File: src/rtl/vr16_pkg.sv
// Shared VR16 execute-side definitions.
// Widths, opcodes and responder FSM states.
package vr16_pkg;

  localparam int DATA_WIDTH    = 16;
  localparam int ADDR_WIDTH    = 12;
  localparam int REG_IDX_WIDTH = 2;
  localparam int NUM_REGS      = 2 ** REG_IDX_WIDTH;
  localparam int OP_WIDTH      = 4;
  localparam int IMM_WIDTH     = 8;

  localparam logic [OP_WIDTH-1:0] OP_ADD    = 4'b0000;
  localparam logic [OP_WIDTH-1:0] OP_STOREI = 4'b1000;
  localparam logic [OP_WIDTH-1:0] OP_JUMP   = 4'b1001;
  localparam logic [OP_WIDTH-1:0] OP_DELETE = 4'b1010;
  localparam logic [OP_WIDTH-1:0] OP_HALT   = 4'b1111;

  typedef enum logic [1:0] {
    ST_IDLE,
    ST_EXEC,
    ST_RELEASE,
    ST_HALTED
  } state_e;

endpackage

File: src/rtl/vr16_register_file.sv
// VR16 architectural register file.
// One sync write port, two comb read ports.
module vr16_register_file
  import vr16_pkg::*;
(
  input  logic                     clk,
  input  logic                     reset,
  input  logic                     we_i,
  input  logic [REG_IDX_WIDTH-1:0] waddr_i,
  input  logic [DATA_WIDTH-1:0]    wdata_i,
  input  logic [REG_IDX_WIDTH-1:0] raddr_a_i,
  input  logic [REG_IDX_WIDTH-1:0] raddr_b_i,
  output logic [DATA_WIDTH-1:0]    rdata_a_o,
  output logic [DATA_WIDTH-1:0]    rdata_b_o
);

  logic [DATA_WIDTH-1:0] rf_q [NUM_REGS];

  // Storage: cleared on reset, single write per edge
  always_ff @(posedge clk) begin
    if (reset) begin
      for (int i = 0; i < NUM_REGS; i++) begin
        rf_q[i] <= '0;
      end
    end else if (we_i) begin
      rf_q[waddr_i] <= wdata_i;
    end
  end

  // Reads see pre-edge contents, no bypass
  always_comb begin
    rdata_a_o = rf_q[raddr_a_i];
    rdata_b_o = rf_q[raddr_b_i];
  end

endmodule

File: src/rtl/execute_responder.sv
// VR16 execute responder: runs one request.
// Commits rf/pc writes and returns done pulses.
module execute_responder
  import vr16_pkg::*;
(
  input  logic                     clk,
  input  logic                     reset,
  input  logic                     req_valid,
  input  logic [OP_WIDTH-1:0]      req_opcode,
  input  logic [REG_IDX_WIDTH-1:0] store_at,
  input  logic [REG_IDX_WIDTH-1:0] reg_to_work_on,
  input  logic [IMM_WIDTH-1:0]     eight_bit_imm_val,
  input  logic [ADDR_WIDTH-1:0]    jump_address_input,
  input  logic [DATA_WIDTH-1:0]    alu_result,
  input  logic                     increment_ins_count,
  input  logic [REG_IDX_WIDTH-1:0] rd_addr_a,
  input  logic [REG_IDX_WIDTH-1:0] rd_addr_b,
  output logic [DATA_WIDTH-1:0]    rd_data_a,
  output logic [DATA_WIDTH-1:0]    rd_data_b,
  output logic [ADDR_WIDTH-1:0]    pc,
  output logic                     write_done,
  output logic                     jump_done,
  output logic                     pc_reset_done,
  output logic                     illegal_op,
  output logic                     halted
);

  state_e                   state_q, state_d;
  logic [OP_WIDTH-1:0]      op_q;
  logic [REG_IDX_WIDTH-1:0] dst_q;
  logic [REG_IDX_WIDTH-1:0] del_q;
  logic [IMM_WIDTH-1:0]     imm_q;
  logic [ADDR_WIDTH-1:0]    jaddr_q;
  logic [DATA_WIDTH-1:0]    alu_q;
  logic [ADDR_WIDTH-1:0]    pc_q, pc_d;
  logic                     inc_prev_q;
  logic                     wd_q, wd_d;
  logic                     jd_q, jd_d;
  logic                     prd_q, prd_d;
  logic                     ill_q, ill_d;
  logic                     halted_q, halted_d;
  logic                     latch_en;
  logic                     inc_rise;
  logic                     rf_we;
  logic [REG_IDX_WIDTH-1:0] rf_waddr;
  logic [DATA_WIDTH-1:0]    rf_wdata;

  assign inc_rise = increment_ins_count & ~inc_prev_q;

  vr16_register_file u_rf (
    .clk       (clk),
    .reset     (reset),
    .we_i      (rf_we),
    .waddr_i   (rf_waddr),
    .wdata_i   (rf_wdata),
    .raddr_a_i (rd_addr_a),
    .raddr_b_i (rd_addr_b),
    .rdata_a_o (rd_data_a),
    .rdata_b_o (rd_data_b)
  );

  // Next state, commit decode and pc arbitration
  always_comb begin
    state_d  = state_q;
    latch_en = 1'b0;
    rf_we    = 1'b0;
    rf_waddr = dst_q;
    rf_wdata = alu_q;
    pc_d     = pc_q;
    jd_d     = 1'b0;
    prd_d    = 1'b0;
    ill_d    = 1'b0;
    halted_d = halted_q;
    if (inc_rise && state_q != ST_HALTED) begin
      pc_d = pc_q + 12'd1;
    end
    unique case (state_q)
      ST_IDLE: begin
        if (req_valid) begin
          latch_en = 1'b1;
          state_d  = ST_EXEC;
        end
      end
      ST_EXEC: begin
        state_d = ST_RELEASE;
        case (op_q)
          OP_ADD: begin
            rf_we = 1'b1;
          end
          OP_STOREI: begin
            rf_we    = 1'b1;
            rf_wdata = {8'h00, imm_q};
          end
          OP_DELETE: begin
            rf_we    = 1'b1;
            rf_waddr = del_q;
            rf_wdata = '0;
          end
          OP_JUMP: begin
            pc_d = jaddr_q;
            jd_d = 1'b1;
          end
          OP_HALT: begin
            pc_d     = '0;
            prd_d    = 1'b1;
            halted_d = 1'b1;
            state_d  = ST_HALTED;
          end
          default: begin
            ill_d = 1'b1;
          end
        endcase
      end
      ST_RELEASE: begin
        if (!req_valid) begin
          state_d = ST_IDLE;
        end
      end
      ST_HALTED: begin
        state_d = ST_HALTED;
      end
      default: begin
        state_d = ST_IDLE;
      end
    endcase
    wd_d = rf_we;
  end

  // Control state, pc and status pulses
  always_ff @(posedge clk) begin
    if (reset) begin
      state_q    <= ST_IDLE;
      pc_q       <= '0;
      inc_prev_q <= 1'b0;
      wd_q       <= 1'b0;
      jd_q       <= 1'b0;
      prd_q      <= 1'b0;
      ill_q      <= 1'b0;
      halted_q   <= 1'b0;
    end else begin
      state_q    <= state_d;
      pc_q       <= pc_d;
      inc_prev_q <= increment_ins_count;
      wd_q       <= wd_d;
      jd_q       <= jd_d;
      prd_q      <= prd_d;
      ill_q      <= ill_d;
      halted_q   <= halted_d;
    end
  end

  // Request capture at acceptance
  always_ff @(posedge clk) begin
    if (reset) begin
      op_q    <= '0;
      dst_q   <= '0;
      del_q   <= '0;
      imm_q   <= '0;
      jaddr_q <= '0;
      alu_q   <= '0;
    end else if (latch_en) begin
      op_q    <= req_opcode;
      dst_q   <= store_at;
      del_q   <= reg_to_work_on;
      imm_q   <= eight_bit_imm_val;
      jaddr_q <= jump_address_input;
      alu_q   <= alu_result;
    end
  end

  assign pc            = pc_q;
  assign write_done    = wd_q;
  assign jump_done     = jd_q;
  assign pc_reset_done = prd_q;
  assign illegal_op    = ill_q;
  assign halted        = halted_q;

endmodule

File: config.mk
export PLATFORM = sky130hd
export DESIGN_NAME = execute_responder
export DESIGN_NICKNAME = d
export VERILOG_FILES = /design/src/rtl/vr16_pkg.sv /design/src/rtl/vr16_register_file.sv /design/src/rtl/execute_responder.sv
export SDC_FILE = /design/constraint.sdc
export NUM_CORES = 1
export LEC_CHECK = 0
export CELL_PAD_IN_SITES_DETAIL_PLACEMENT = 0
export CELL_PAD_IN_SITES_GLOBAL_PLACEMENT = 1
export CORE_MARGIN = 3
export CORE_UTILIZATION = 45
export CTS_CLUSTER_DIAMETER = 50
export DETAILED_ROUTE_END_ITERATION = 12
export PLACE_DENSITY = 0.82
export SLEW_MARGIN = 25
export SYNTH_ARGS = -nofsm -noshare
export SYNTH_HDL_FRONTEND = slang
export SYNTH_SLANG_ARGS = --single-unit
export TNS_END_PERCENT = 100
File: constraint.sdc
create_clock -name clk -period 5.6 [get_ports clk]
set_input_delay 0.84 -clock clk [delete_from_list [all_inputs] [get_ports clk]]
set_output_delay 0.84 -clock clk [all_outputs]
set_load 0.02 [all_outputs]
* Word-level counts from Yosys, hierarchy flattened *
Memories as Yosys holds them, arrays and structs flattened.
Cells that the tools add are included.

storage, ports and cells
  bits in registers = 64
  RAM bits = 64
  input bits = 52
  output and inout port bits = 49
  word-level logic and storage cells = 64
  memories = 1

operators by class
  add/subtract/negate cells = 1
  equal/unequal tests = 10
  mux-type cells = 26
  bitwise logic cells = 3
  reduce and logical (&&, ||, !) cells = 9

memories
  name       depth  bits a word  rd ports  clocked after Yosys merged registers in  wr ports  RTL line                  source
  u_rf.rf_q  4      16           2         0                                        4         vr16_register_file.sv:17  logic [DATA_WIDTH-1:0] rf_q [NUM_REGS];

operators by type and width
  kind                                                              number
  16-bit two-way mux                                                2
  16-bit one-hot mux with 2 select lines                            1
  12-bit two-way mux                                                2
  12-bit one-hot mux with 2 select lines                            1
  4-bit == test (second input constant)                             4
  16-bit OR reduction                                               1
  1-bit two-way mux                                                 14
  12-bit by 1-bit adder with 12-bit output (second input constant)  1
  2-bit two-way mux                                                 5
  2-bit one-hot mux with 4 select lines                             1
  2-bit inequality test (second input constant)                     3
  5-bit OR reduction                                                1
  2-bit == test (second input constant)                             2
  4-bit zero test                                                   1
  2-bit AND reduction                                               2
  3-bit OR reduction                                                1
  2-bit by 1-bit == test with 1-bit output (second input constant)  1
  2-bit zero test                                                   1
  1-bit inverter                                                    2
  2-bit OR reduction                                                1
  1-bit bitwise AND                                                 1
  1-bit logical AND                                                 1

* Depth between registers and ports, before layout *
Gate-level depths: netlist of the first run.

  depth after elaboration = 9
  depth in mapped cells = 7
  depth with buffers taken out = 5

* Hierarchy *
Synthesis of the first run repeated with hierarchy kept, for this count alone.

second synthesis, totals
  cells, all modules = 530
  area total of the unflattened synthesis = 6038.3 um^2

by module, submodules not included
  module              times used  cells each  area each (um^2)  sequential area each (um^2)
  vr16_register_file  1           182         3229.3            1921.8
  execute_responder   1           348         2808.9            1281.2

* Least setup slack after synthesis of the first run *
OpenSTA, ideal clock, no wires.

  kind = in2reg
  start = input reset
  end = memory u_rf.rf_q[1][0] (enable)
  setup time = 0.372 ns
  data arrival time = 2.714 ns
  required time = 5.228 ns
  setup slack = 2.515 ns
  stages = 7
  buffers on the path = 3
  path through = buf_2 or3b_4 or3_1 buf_2 a2111o_1 buf_6 nand2_1

RTL lines
  what             RTL line                  source
  start, declared  execute_responder.sv:7    input logic reset,
  end, declared    vr16_register_file.sv:17

* Worst setup path after layout of the first run *
  start = input rd_addr_a[1]
  end = output rd_data_a[10]

on the way
  longest elaborated chain between the ends = 1

RTL lines
  what               RTL line                 source
  start, declared    execute_responder.sv:16  input logic [REG_IDX_WIDTH-1:0] rd_addr_a,
  memory 4 x 16 bit  -
  end, declared      execute_responder.sv:18  output logic [DATA_WIDTH-1:0] rd_data_a,

No other way between the ends.

==> key figures, run 1 <==
Outcome
  – Status: completed

Yosys
  – Synth Net Count: 595
  – Predominant post-synthesis flop cell: edfxtp_1
  – Syn Inst Count: roughly 540
  – Multiplexer share of the synthesized area: between 10 and 15%
  – Simple-gate portion of the synthesized area: 18.9%
  – Number of synthesized flops with an enable pin: 64
  – Post-synthesis compound-gate area fraction: 7.50%
  – Post-synthesis adder-cell area fraction: 0.383%
  – Register area share after synthesis: between 50 and 60%
  – Async SR Flop Fraction: 0%
  – Largest family of logic cells by synthesized area: simple AND/OR/NAND/NOR gates
  – Synth Warn #: 0
  – Post-Syn Area: around 5900 µm²
  – FF+latch count, synth: 128
  – Syn Area/Cell: ~11 µm²
  – Xor and xnor fraction of the mapped netlist area: 1.19%
  – Unique masters post-synth: 48

Pwr
  – Sw Pwr: ~0.58 mW
  – Worst IR drop on VDD: roughly 150 µV
  – Sequential power share: 43.5%
  – Leakage: 2.62 nW
  – Comb pwr share: ~11%
  – P_int: between 1.5 and 2 mW
  – Switching part of the total: a little under a quarter
  – Power Density: around 320 nW/µm²
  – Clock share of power: between 40% and 50%

Floorplanning
  – Die area: ~14,000 µm²
  – Ports: 101
  – Row count: 41
  – Die Span Y: around 120 µm
  – Initial core utilization: a little under half
  – Core area: 12,700 µm²
  – Die X: about 120 µm

Worst setup path
  – CP Buf/Inv Count: 2
  – Most numerous cell on the critical path: clkdlybuf4s50_1
  – Slowest CP cell: clkdlybuf4s50_1
  – CP Max Fanout: 16
  – Critical path type: in2out
  – R2r worst-path depth: 4
  – WP data arrival: 2.85 ns
  – Worst Path Required: roughly 4.8 ns
  – Nature of the critical path endpoint: output port
  – Critical path's largest stage delay: between 1 and 1.5 ns
  – Startpoint Class: input pin
  – CP Depth: 3
  – Crit path max-delay family: buffers and inverters
  – Worst-path cell chain: clkdlybuf4s50_1 -> mux4_2 -> clkdlybuf4s50_1

Clock network
  – CTS Root Cell: clkbuf_16
  – CTS tree: built
  – Postcts setup bufs: 0
  – Reg clk slew, reported paths: around 0.060 ns
  – # resized after CTS: 0
  – Worst skew pair latency: approximately 0.4 ns
  – CTS Sinks: 128
  – Max Buffers Root-to-Sink: 2
  – Htree depth: 4
  – TritonCTS Buffers: 17
  – Post-CTS Hold Buffers: 0

Timing
  – Relative slew margins: 33.2%
  – Skew final: approximately 0.0073 ns
  – Fin crit share: 65.9%
  – RSZ-0062 raised after global routing: no
  – Min Clock Period, post-route: between 3 and 4 ns
  – Max-slew violations: 0
  – Final Worst Setup Slack: 1.91 ns
  – Fmax: ~270 MHz
  – Final Hold Vio Count: 0
  – Final setup vio count: 0
  – Fin Setup TNS: 0 ns
  – Slew @ Worst Pin: between 1 and 1.5 ns

GRT
  – Global route overflow: 0
  – Largest net degree at the start of global routing: 53
  – Vias in the first global route: roughly 4.3k
  – Total global-route track usage: around a fifth
  – Initial antenna violation count: 0
  – First-pass GRT wire length: between 20,000 and 25,000 µm

Cells and area
  – Ant diodes: 0
  – Synth-to-layout area growth: 28.8%
  – Seq. cell area: about 3200 µm²
  – Multi-input logic area: between 2000 and 2500 µm²
  – Share of layout cells above drive strength 1: around an eighth
  – Final Cell Area: roughly 7600 µm²
  – Layout Nets: 680
  – Fillers: ~1.1k

Drt
  – Post-detailed-routing wire length: roughly 13,000 µm
  – DR WL/cell: roughly 16 µm
  – Detail Route Antenna Nets: 0
  – Initial drt markers: about 250
  – Drt pass-1 iters: 4
  – Drt drc: 0
  – Via count: ~4.3k
  – Vias/cell: 5.34

Hold path
  – HP Class: reg2reg
  – Cells on Worst Hold Path: 2

Placement
  – DP Worst Slack: approximately 1.8 ns
  – DP HPWL: 9080 µm
  – Placer Congestion: roughly 0.80
  – Number of port buffers: 100
  – Placed Area: between 6000 and 7000 µm²

Job
  – Max-cap violations: 0
## state kept, by name, summed over array words and instances, names as in the netlist
signal	count
pc_reset_done	1
dst_q	2
imm_q	8
pc	12
alu_q	16
inc_prev_q	1
write_done	1
u_rf.rf_q	64
jump_done	1
halted	1
state_q	2
op_q	4
illegal_op	1
jaddr_q	12
del_q	2
## worst register-to-register path, delay by kind of cell, from the launching register on
kind	cells	cell delay, ns
flops	1	0.79
compound gates	1	0.63
simple gates	3	1.57
## logic make-up after synthesis
family,Yosys count
AO/OA/AOI/OAI,74
XOR/XNOR,8
adder cells (fa/ha/maj),2
buffers and inverters,51
flip-flops,128
multiplexers,41
AND/OR/NAND/NOR,238
## cell usage in the layout, fill, tap and decap left out, types with 12 or more instances in the layout
cell type | netlist | routed
nand2_1 | 111 | 111
clkdlybuf4s50_1 | 0 | 99
dfxtp_1 | 64 | 64
edfxtp_1 | 64 | 64
a21oi_1 | 47 | 47
nor2_1 | 40 | 40
mux4_2 | 32 | 32
clkbuf_16 | 0 | 17
nor2b_1 | 12 | 12
## final timing paths
kind | from | slack (ns) | to
max reg2reg | op_q[1]$_SDFFE_PP0P_ | 2.24 | u_rf.rf_q[0][11]$_SDFFCE_PN0P_
min | imm_q[7]$_SDFFE_PP0P_ | 0.45 | imm_q[7]$_SDFFE_PP0P_
min reg2reg | imm_q[7]$_SDFFE_PP0P_ | 0.45 | imm_q[7]$_SDFFE_PP0P_
max | rd_addr_a[1] | 1.91 | rd_data_a[10]
## layout make-up
| cell class | instances | area share (%) |
|---|---|---|
| Clock buffer | 19 | 5.72 |
| Clock inverter | 13 | 2.15 |
| Inverter | 12 | 0.595 |
| Multi-Input combinational cell | 363 | 32.7 |
| Sequential cell | 128 | 42.3 |
| Tap cell | 172 | 2.84 |
| Timing Repair Buffer | 105 | 13.7 |
## power groups by stage
stage               sequential [mW]  clock, mW  combinational, mW
global placement               1.07          0              0.269
finish                         1.06       1.11              0.269
floorplan                      1.06          0              0.168
CTS                            1.06       1.12              0.273
global route                   1.06       1.17              0.292
detailed placement             1.08          0              0.272
## cells in the mapped netlist, types with 2 or more instances
master / count / share of area (%)
edfxtp_1: 64 / 33
and2_1: 10 / 1.1
buf_2: 7 / 0.60
nand3_1: 10 / 0.85
nand4_1: 7 / 0.75
nor2b_1: 12 / 1.3
mux2i_1: 9 / 1.5
mux4_2: 32 / 12
a32oi_1: 3 / 0.45
inv_1: 11 / 0.70
nor3_1: 11 / 0.94
nor2_2: 8 / 0.85
nor2_1: 40 / 2.6
nand2_1: 111 / 7.1
xnor2_1: 2 / 0.30
nand4b_1: 3 / 0.45
buf_6: 2 / 0.38
and4_1: 2 / 0.30
and3_1: 8 / 0.85
nor4_1: 9 / 0.96
o21ai_0: 12 / 1.0
dfxtp_1: 64 / 22
clkbuf_1: 29 / 1.9
xor2_1: 6 / 0.89
a21oi_1: 47 / 4.0
## per-stage QoR
stage / utilization, % / power (mW) / instances / hold slack (ns)
2_1_floorplan: - / 1.23 / 542 / 0.425
3_3_place_gp: 54.9 / 1.34 / 780 / 0.436
3_5_place_dp: 55.0 / 1.35 / 780 / 0.442
4_1_cts: 59.7 / 2.46 / 812 / 0.451
5_1_grt: 59.7 / 2.52 / 812 / 0.477
6_report: 59.7 / 2.44 / 812 / 0.452
## routing by layer
| metal | track usage (%) | part of all wire (%) | wire length (µm) | vias to the layer above |
|---|---|---|---|---|
| met5 | 0 | 0 | 0 | - |
| met4 | 6.73 | 1.6 | 214 | 0 |
| met3 | 5.00 | 5.8 | 769 | 17 |
| met2 | 31.5 | 49 | 6500 | 133 |
| met1 | 24.6 | 44 | 5890 | 2071 |
| li1 | - | - | - | 2115 |
Note: power is estimated with default switching activity, not from simulation.
==> run 2: changes to the inputs <==
--- a/config.mk
+++ b/config.mk
@@ -8,10 +8,10 @@
 export CELL_PAD_IN_SITES_DETAIL_PLACEMENT = 0
 export CELL_PAD_IN_SITES_GLOBAL_PLACEMENT = 1
 export CORE_MARGIN = 3
-export CORE_UTILIZATION = 45
+export CORE_UTILIZATION = 38
 export CTS_CLUSTER_DIAMETER = 50
 export DETAILED_ROUTE_END_ITERATION = 12
-export PLACE_DENSITY = 0.82
+export PLACE_DENSITY = 0.74
 export SLEW_MARGIN = 25
 export SYNTH_ARGS = -nofsm -noshare
 export SYNTH_HDL_FRONTEND = slang
==> constraint.sdc (replaced) <==
create_clock -name clk -period 3.3 [get_ports clk]
set_input_delay 0.495 -clock clk [delete_from_list [all_inputs] [get_ports clk]]
set_output_delay 0.495 -clock clk [all_outputs]
set_load 0.02 [all_outputs]
==> run 2 against run 1 <==
Non-clock buffer count grew 14. Clock power is 71% higher. Wire length rose by 7.4%. Sequential share of layout area is 0.88 points lower. Cell area up 2.1%. Critical endpoint unchanged. Largest cell class unchanged. Largest power group unchanged.
==> key figures, run 2 (same netlist as run 1, synthesis figures left out) <==
Cells and area
  – Commonest non-fill, non-tap cell in the layout: nand2_1
  – Largest Register: u_rf.rf_q
  – Ant diodes: 0
  – Final Cell Area: 7730 µm²
  – Biggest regs: u_rf.rf_q x64, alu_q x16
  – Layout Nets: around 690
  – Most frequent cells in the layout: 111 x nand2_1, 99 x clkdlybuf4s50_1, 64 x dfxtp_1, 64 x edfxtp_1, 47 x a21oi_1
  – Max reg flops: between 60 and 70
  – Synth-to-layout area growth: 31.5%
  – Share of layout cells above drive strength 1: 14.8%

Hold path
  – Hold path startpoint: imm_q[2]$_SDFFE_PP0P_
  – HP Class: reg2reg
  – Hold EP: imm_q[2]$_SDFFE_PP0P_
  – Cells on Worst Hold Path: 2

Placement
  – Placed Area: 7110 µm²
  – Number of port buffers: 100
  – Placer Congestion: around 0.83
  – DP Worst Slack: between 0.4 and 0.5 ns
  – DP HPWL: between 10,000 and 15,000 µm

Pwr
  – Total power: 4.18 mW
  – Sw Pwr: approximately 0.97 mW
  – Power Density: between 500 and 600 nW/µm²
  – Comb pwr share: between 10% and 20%
  – Switching part of the total: 23.3%
  – Leakage: 2.70 nW
  – Worst IR drop on VDD: about 300 µV
  – P_int: between 3 and 4 mW
  – Sequential power share: 42.9%
  – Clock share of power: 45.5%

Clock network
  – Postcts setup bufs: 0
  – Htree depth: 4
  – CTS Root Cell: clkbuf_16
  – CTS tree: built
  – Post-CTS Hold Buffers: 0
  – # resized after CTS: 0
  – Reg clk slew, reported paths: 0.05 ns
  – CTS Sinks: 128
  – Worst skew pair latency: between 0.4 and 0.5 ns
  – Max Buffers Root-to-Sink: 2
  – TritonCTS Buffers: 17

GRT
  – Global route overflow: 0
  – Vias in the first global route: roughly 4.5k
  – First-pass GRT wire length: approximately 23,000 µm
  – Largest net degree at the start of global routing: 53
  – Initial antenna violation count: 0
  – Total global-route track usage: approximately 18%

Timing
  – Relative slew margins: 47.6%
  – Max-slew violations: 0
  – RSZ-0062 raised after global routing: no
  – Fin Hold WS: between 0.4 and 0.5 ns
  – Skew final: ~0.0091 ns
  – Fin Setup TNS: 0 ns
  – Fin crit share: 84.6%
  – Slew @ Worst Pin: 0.785 ns
  – Final Hold Vio Count: 0
  – Final Worst Setup Slack: 0.507 ns
  – Fmax: approximately 360 MHz
  – Final setup vio count: 0
  – Min Clock Period, post-route: 2.79 ns

Floorplanning
  – Ports: around 100
  – Core area: ~15,000 µm²
  – Initial core utilization: roughly two fifths
  – Die Span Y: 130 µm
  – Die area: 17,000 µm²
  – Die X: between 100 and 150 µm
  – Row count: 44

Worst setup path
  – Most numerous cell on the critical path: clkdlybuf4s50_1
  – CP Max Fanout: 16
  – Critical path's largest stage delay: between 0.5 and 0.6 ns
  – CP Buf/Inv Count: 3
  – Worst Path Required: about 2.8 ns
  – Worst reg2reg path startpoint: state_q[0]$_SDFFE_PP0P_
  – WP data arrival: about 2.3 ns
  – R2r worst-path depth: 6
  – R2R setup slack: 0.81 ns
  – Crit path max-delay family: buffers and inverters
  – Startpoint Class: input pin
  – Worst-path cell chain: clkdlybuf4s50_1 -> buf_12 -> mux4_2 -> clkdlybuf4s50_1
  – Nature of the critical path endpoint: output port
  – Reg-to-Reg End: u_rf.rf_q[0][5]$_SDFFCE_PN0P_
  – Slowest CP cell: clkdlybuf4s50_1
  – Critical path type: in2out

Drt
  – Post-detailed-routing wire length: 14,400 µm
  – Detail Route Antenna Nets: 0
  – Drt pass-1 iters: 4
  – Vias/cell: around 5.2
  – Initial drt markers: roughly 360
  – DR WL/cell: roughly 17 µm
  – Drt drc: 0
  – Via count: roughly 4.3k

Outcome
  – Status: completed

Job
  – Max-cap violations: 0
==> run 2: how the worst max path moves through the flow <==
stage                     depth (start not counted)  slack, ns          from                             to
after CTS                                         4       0.49  rd_addr_a[0]                  rd_data_a[10]
after detailed placement                          4       0.50  rd_addr_a[0]                  rd_data_a[10]
after global routing                              4       0.45  rd_addr_a[0]                  rd_data_a[10]
after floorplan                                   7       0.56         reset  u_rf.rf_q[1][0]$_SDFFCE_PN0P_
final                                             4       0.51  rd_addr_a[0]                  rd_data_a[10]
after global placement                            4       0.51  rd_addr_a[0]                  rd_data_a[12]
==> run 2: area by class of cell <==
| type | instances | area, µm² |
|---|---|---|
| timing repair buffer | 119 | 1180 |
| clock inverter | 13 | 160 |
| clock buffer | 19 | 453 |
| tap | 184 | 230 |
| sequential | 128 | 3200 |
| inverter | 12 | 45.0 |
| fill | 1312 | 7080 |
| multi-input combinational | 363 | 2460 |
==> run 2: per-layer routing <==
layer	up-vias	share of wire [%]	wire length, µm	track usage [%]
li1	2151	-	-	-
met1	2064	45	6400	21.9
met2	110	50	7200	29.4
met3	10	4.3	614	4.34
met4	0	0.96	138	7.20
met5	-	0	0	0
==> run 2: metrics by stage <==
stage                     cells  utilization [%]
after floorplan             542                -
after global placement      806             48.0
after detailed placement    806             48.0
after CTS                   838             52.2
after global routing        838             52.2
final                       838             52.2
==> run 2: power groups by stage <==
stage | combinational [mW] | clock, mW | sequential, mW
after detailed placement | 0.490 | 0 | 1.83
after CTS | 0.492 | 1.93 | 1.79
after global routing | 0.527 | 2.01 | 1.80
after global placement | 0.482 | 0 | 1.82
final | 0.484 | 1.90 | 1.79
after floorplan | 0.285 | 0 | 1.81
==> run 2: worst reg2reg max path, stage by stage (launching register included) <==
cell and delay (ns):
dfxtp_1 0.44, or3b_4 0.45, a2111oi_0 0.56, nand4_1 0.17, buf_4 0.21, nand2_1 0.07
buf_4 0.26
==> run 3: changes to the inputs <==
==> constraint.sdc (replaced) <==
create_clock -name clk -period 2.31 [get_ports clk]
set_input_delay 0.3465 -clock clk [delete_from_list [all_inputs] [get_ports clk]]
set_output_delay 0.3465 -clock clk [all_outputs]
set_load 0.02 [all_outputs]
==> run 3 against run 2 <==
Die area unchanged. Sequential power increased by 43%. Utilization up 1.0 points. Critical path type is now reg2reg. Highest routed layer unchanged. Worst setup slack worse by 0.35 ns. Critical path depth stayed put.
==> key figures, run 3 (same netlist as run 1, synthesis figures left out) <==
GRT
  – Global routing's busiest layer: met2
  – Largest net degree at the start of global routing: 53
  – Grt met1 use: 23.9%
  – Global route overflow: 0
  – M3 GR Usage: under 10%
  – Met2 Usage GRT: between 20% and 30%
  – Vias in the first global route: about 4.4k
  – Total global-route track usage: approximately 18%
  – First-pass GRT wire length: 23,200 µm
  – Initial antenna violation count: 0

Worst setup path
  – R2r worst-path depth: 4
  – CP Max Fanout: 16
  – Worst reg2reg path startpoint: state_q[1]$_SDFFE_PP0P_
  – Reg-to-Reg End: u_rf.rf_q[1][14]$_SDFFCE_PN0P_
  – Nature of the critical path endpoint: register
  – Critical path type: reg2reg
  – Startpoint Class: register
  – Worst Path Required: 2.42 ns
  – WP data arrival: about 2.3 ns
  – R2R setup slack: around 0.16 ns

Drt
  – Detail Route Antenna Nets: 0
  – Post-detailed-routing wire length: about 14,000 µm
  – Drt drc: 0
  – Initial drt markers: 349
  – Drt pass-1 iters: 4
  – Vias/cell: ~5.2
  – Via count: ~4.5k
  – DR WL/cell: 17.0 µm

Cells and area
  – Final Cell Area: roughly 7900 µm²
  – Fillers: about 1.3k
  – End-of-flow core utilization: a little over half
  – Biggest regs: u_rf.rf_q x64, alu_q x16
  – Commonest non-fill, non-tap cell in the layout: nand2_1
  – Largest Register: u_rf.rf_q
  – Max reg flops: 64
  – Synth-to-layout area growth: 34.1%
  – Non-Filler Instances: roughly 850
  – Ant diodes: 0
  – Share of layout cells above drive strength 1: 16.6%
  – Most frequent cells in the layout: 109 x nand2_1, 65 x clkdlybuf4s50_1, 64 x edfxtp_1, 63 x dfxtp_1, 47 x a21oi_1
  – Layout Nets: ~700

Timing
  – Final Hold Vio Count: 0
  – RSZ-0062 raised after global routing: no
  – Fin crit share: about 93%
  – Slew @ Worst Pin: 0.545 ns
  – Skew final: 0.00874 ns
  – Final setup vio count: 0
  – Fin Hold WS: between 0.3 and 0.4 ns
  – Fmax: 464 MHz
  – Relative slew margins: a little over three fifths
  – Max-slew violations: 0
  – Min Clock Period, post-route: between 2 and 2.5 ns

Hold path
  – Hold EP: pc_reset_done$_SDFF_PP0_
  – HP Class: in2reg
  – Cells on Worst Hold Path: 3
  – Hold path startpoint: reset

Pwr
  – Leakage: around 2.9 nW
  – Power Density: around 760 nW/µm²
  – Total power: between 5 and 6 mW
  – Worst IR drop on VDD: 422 µV

Outcome
  – Status: completed

Floorplanning
  – Initial core utilization: approximately two fifths
  – Core area: 14,800 µm²
  – Die X: ~130 µm
  – Ports: around 100
  – Die Span Y: roughly 130 µm
  – Row count: 44
  – Die area: about 17,000 µm²

Placement
  – DP HPWL: roughly 10,000 µm
  – Number of port buffers: 100
  – Placed Area: 7240 µm²
  – Placer Congestion: a little over 0.8
  – DP Cell Count: a little over 800

Clock network
  – Worst skew pair latency: around 0.42 ns
  – TritonCTS Buffers: 17
  – CTS Sinks: ~130
  – Max Buffers Root-to-Sink: 2
  – CTS Root Cell: clkbuf_16
  – Htree depth: 4
  – CTS tree: built
  – Reg clk slew, reported paths: 0.06 ns

Job
  – Max-cap violations: 0
run 3: changes by cell type in the layout (fill, tap and decap cells not counted), sizes merged, moves of 3 or more:
cell | before | now
clkdlybuf4s50 | 99 | 65
dlygate4sd2 | 0 | 31
clkinv | 3 | 6
clkbuf | 19 | 22
buf | 20 | 32
clkinvlp | 5 | 2
run 3: where the power goes:
part	internal (mW)	leakage (nW)	switching [mW]
sequential	2.49	1.19	0.0733
combinational	0.328	1.42	0.355
clock	1.79	0.289	0.929
run 3: critical path: stages, from the launching register on:
cell and delay, ns:
dfxtp_1 0.37, or3b_4 0.45, or3_1 0.41, a2111o_1 0.41
nand2_8 0.21
run 3: area by class of cell:
cell class              instances  area [µm²]  area share, %
flip-flops and latches        128        3200           40.7
multi-input cells             363        2490           31.6
repair buffers                133        1310           16.6
clock buffers                  20         437           5.54
well taps                     184         230           2.92
clock inverters                12         166           2.11
inverters                      12        45.0          0.572
run 3: timing repair:
item,CTS,global route
buffers inserted,0,1
hold buffers,0,0
resized for setup,32,6
cloned,0,2
pin swaps,0,1
endpoints found under the setup margin,32,64
run 3: how the worst max path moves through the flow:
stage	end	startpoint	depth (start not counted)
floorplan	u_rf.rf_q[0][0]$_SDFFCE_PN0P_	reset	5
global placement	rd_data_a[4]	rd_addr_a[0]	4
detailed placement	rd_data_a[4]	rd_addr_a[0]	4
CTS	rd_data_b[15]	rd_addr_b[0]	4
global route	u_rf.rf_q[0][14]$_SDFFCE_PN0P_	op_q[3]$_SDFFE_PP0P_	6
finish	u_rf.rf_q[1][14]$_SDFFCE_PN0P_	state_q[1]$_SDFFE_PP0P_	4
run 3: per-layer routing:
layer	vias up	wire (µm)
li1	2173	-
met1	2137	6460
met2	127	7000
met3	16	845
met4	0	176
met5	-	0
run 3: through the flow:
stage | setup slack, ns | setup TNS [ns]
floorplan | 0.0321 | 0
global placement | -0.151 | -4.32
detailed placement | -0.183 | -5.03
CTS | 0.0377 | 0
global route | 0.00358 | 0
finish | 0.156 | 0
==> RTL change: new RTL, flow settings as in run 1 <==
Re-encode `state_e` (4 states) as one-hot, 4 bits wide.
--- a/src/rtl/vr16_pkg.sv
+++ b/src/rtl/vr16_pkg.sv
@@ -17,7 +17,7 @@
 
-  typedef enum logic [1:0] {
-    ST_IDLE,
-    ST_EXEC,
-    ST_RELEASE,
-    ST_HALTED
+  typedef enum logic [3:0] {
+    ST_IDLE    = 4'b0001,
+    ST_EXEC    = 4'b0010,
+    ST_RELEASE = 4'b0100,
+    ST_HALTED  = 4'b1000
   } state_e;
Behaviour: no difference found for any inputs over 4 cycles, from zero or initial values and one cycle with reset high; so few cycles prove little.
==> RTL change against run 1 <==
Count of clock-buffer cells in the layout decreased by 2; synthesized cell count decreased by 0.74%; sequential cell count increased by 2; cell count increased by 0.25%; setup slack improved by 59 ps; power increased by 5.4%; core utilization increased by 0.90 points; area after synthesis increased by 1.1%; combinational power decreased by 2%; design area increased by 2.3%; wire length decreased by 1.1%; highest routed layer unchanged.
==> RTL change: results (changes against run 1) <==
Post-synthesis sequential area ratio = 54.57% (about the same)
Crit-path slowest cell = clkdlybuf4s50_1
Max Freq = 275.4 MHz (+1.6%)
Post-CTS Setup Inserts = 0 (unchanged)
Layout cells sized above 1 = 14.02% (+1.0 points)
Class of the worst hold path = reg2reg
Crit path arrival time = 2790 ps (-60 ps)
Initial antenna violation count = 0 (unchanged)
First-pass GRT wire length = 21850 um (+1.3%)
Root buffer cell = clkbuf_16
Family with the most delay on the worst path = buffers and inverters
Via-to-Cell Ratio = 5.233 (-2.0%)
Vias in the first global route = 4373 (+2.6%)
Slew HR = 32.33% (-0.87 points)
Leakage Power = 2.844 nW (+8.5%)
Clk buf depth = 2 (unchanged)
Worst skew pair latency = 410 ps (about the same)
Gp weighted congestion = 0.8007 (+0.69%)
Top cells by area, synth = edfxtp_1 32%, dfxtp_1 22%, mux4_2 12%
Fraction of registers with async set/reset = 0% (unchanged)
Post-DP HPWL = 9052 um (-0.27%)
CP peak stage delay = 980 ps (-30 ps)
Synth warn = 0 (unchanged)
Final nets = 682 (+0.29%)
Total GRT Usage = 19.11% (-0.025 points)
Status = complete, no violations
Drt pass-1 iters = 4 (unchanged)
Diode count = 0 (unchanged)
CTS resizes = 0 (unchanged)
CTS clk-pin slew, worst paths = 50 ps
Synth top cells by count = 113 x nand2_1, 66 x dfxtp_1, 64 x edfxtp_1
Top Registers = u_rf.rf_q (64), alu_q (16)
Largest net degree at the start of global routing = 57 (+7.5%)
Wire per inst = 16.25 um (-1.3%)
Synthesized netlist cell count = 538 (-0.74%)
Worst Skew = 9.760 ps (+2.446 ps)
Cell internal pwr = 0.001999 W (+7.6%)
Max VDD drop = 222.8 uV (+45%)
Top FF cell, synth = dfxtp_1
DR iter-0 viols = 167 (-33%)
EDFF count, synth = 64 (unchanged)
# H-tree levels = 4 (unchanged)
Worst Path Max Fanout = 16 (unchanged)
Dpl cells = 782 (+0.26%)
Syn Nets = 591 (-0.67%)
CTS buffer count = 17 (unchanged)
Vias = 4260 (-1.8%)
Port Buffers = 100 (unchanged)
Fill count = 1045 (-1.2%)
Synth cell types = 52 (+8.3%)
RTL change: cell count changes after synthesis, moves of 8 or more:
| cell | delta |
|---|---|
| mux2_2 | +9 |
| o21ai_0 | -9 |
| nor2_1 | +20 |
| nor2_2 | -8 |
| and2_1 | -10 |
| mux2i_1 | -8 |
| inv_1 | +12 |
RTL change: metrics by stage:
stage / setup slack (ps) / hold slack [ps] / instance area (um^2)
3_5_place_dp: 1962 / 443.9 / 7061
6_report: 1969 / 450.7 / 7742
5_1_grt: 1863 / 472.2 / 7742
3_3_place_gp: 1975 / 441.5 / 7061
2_1_floorplan: 2315 / 432.9 / 5943
4_1_cts: 1959 / 451.1 / 7722
RTL change: power groups by stage:
| stage | combinational [W] | sequential [W] | clock [W] |
|---|---|---|---|
| floorplan | 0.000162 | 0.00108 | 0 |
| CTS | 0.000266 | 0.00107 | 0.00124 |
| finish | 0.000263 | 0.00107 | 0.00123 |
| global route | 0.000287 | 0.00108 | 0.00129 |
| global placement | 0.000261 | 0.00109 | 0 |
| detailed placement | 0.000265 | 0.00109 | 0 |
RTL change: worst paths after layout:
path | from | to | slack [ps] | depth (start not counted)
hold / removal | alu_q[4] | alu_q[4] | 450 | 2
setup reg to reg | state_q[2] | u_rf.rf_q[2][7] | 2970 | 4
hold reg to reg | alu_q[4] | alu_q[4] | 450 | 2
setup / recovery | rd_addr_a[1] | rd_data_a[14] | 1970 | 3
RTL change: cell families after synthesis:
group / after synthesis / synth area share, %
XOR/XNOR: 7 / 1.032
AO/OA/AOI/OAI: 74 / 7.937
buffers and inverters: 59 / 4.126
multiplexers: 45 / 14.69
AND/OR/NAND/NOR: 221 / 17.26
adder cells (fa/ha/maj): 2 / 0.3789
flip-flops: 130 / 54.57
RTL change: layer usage:
| layer | global-route usage (%) | vias to the layer above | part of all wire (%) |
|---|---|---|---|
| met2 | 31.23 | 142 | 48 |
| met4 | 5.949 | 0 | 1.4 |
| met1 | 25.19 | 2000 | 44 |
| met3 | 4.802 | 15 | 6.2 |
| met5 | 0 | - | 0 |
| li1 | - | 2103 | - |
RTL change: final cells by class:
cell class              count  area share, %
clock buffers              17          5.495
clock inverters            15          3.054
inverters                  23          1.115
multi-input cells         349          32.00
flip-flops and latches    130          41.89
well taps                 172          2.780
repair buffers            108          13.67
RTL change: worst min-delay path: cells and delay by family (launching register included):
family	cells	cell delay, ps
AO/OA/AOI/OAI	1	50
AND/OR/NAND/NOR	1	50
flip-flops	1	300
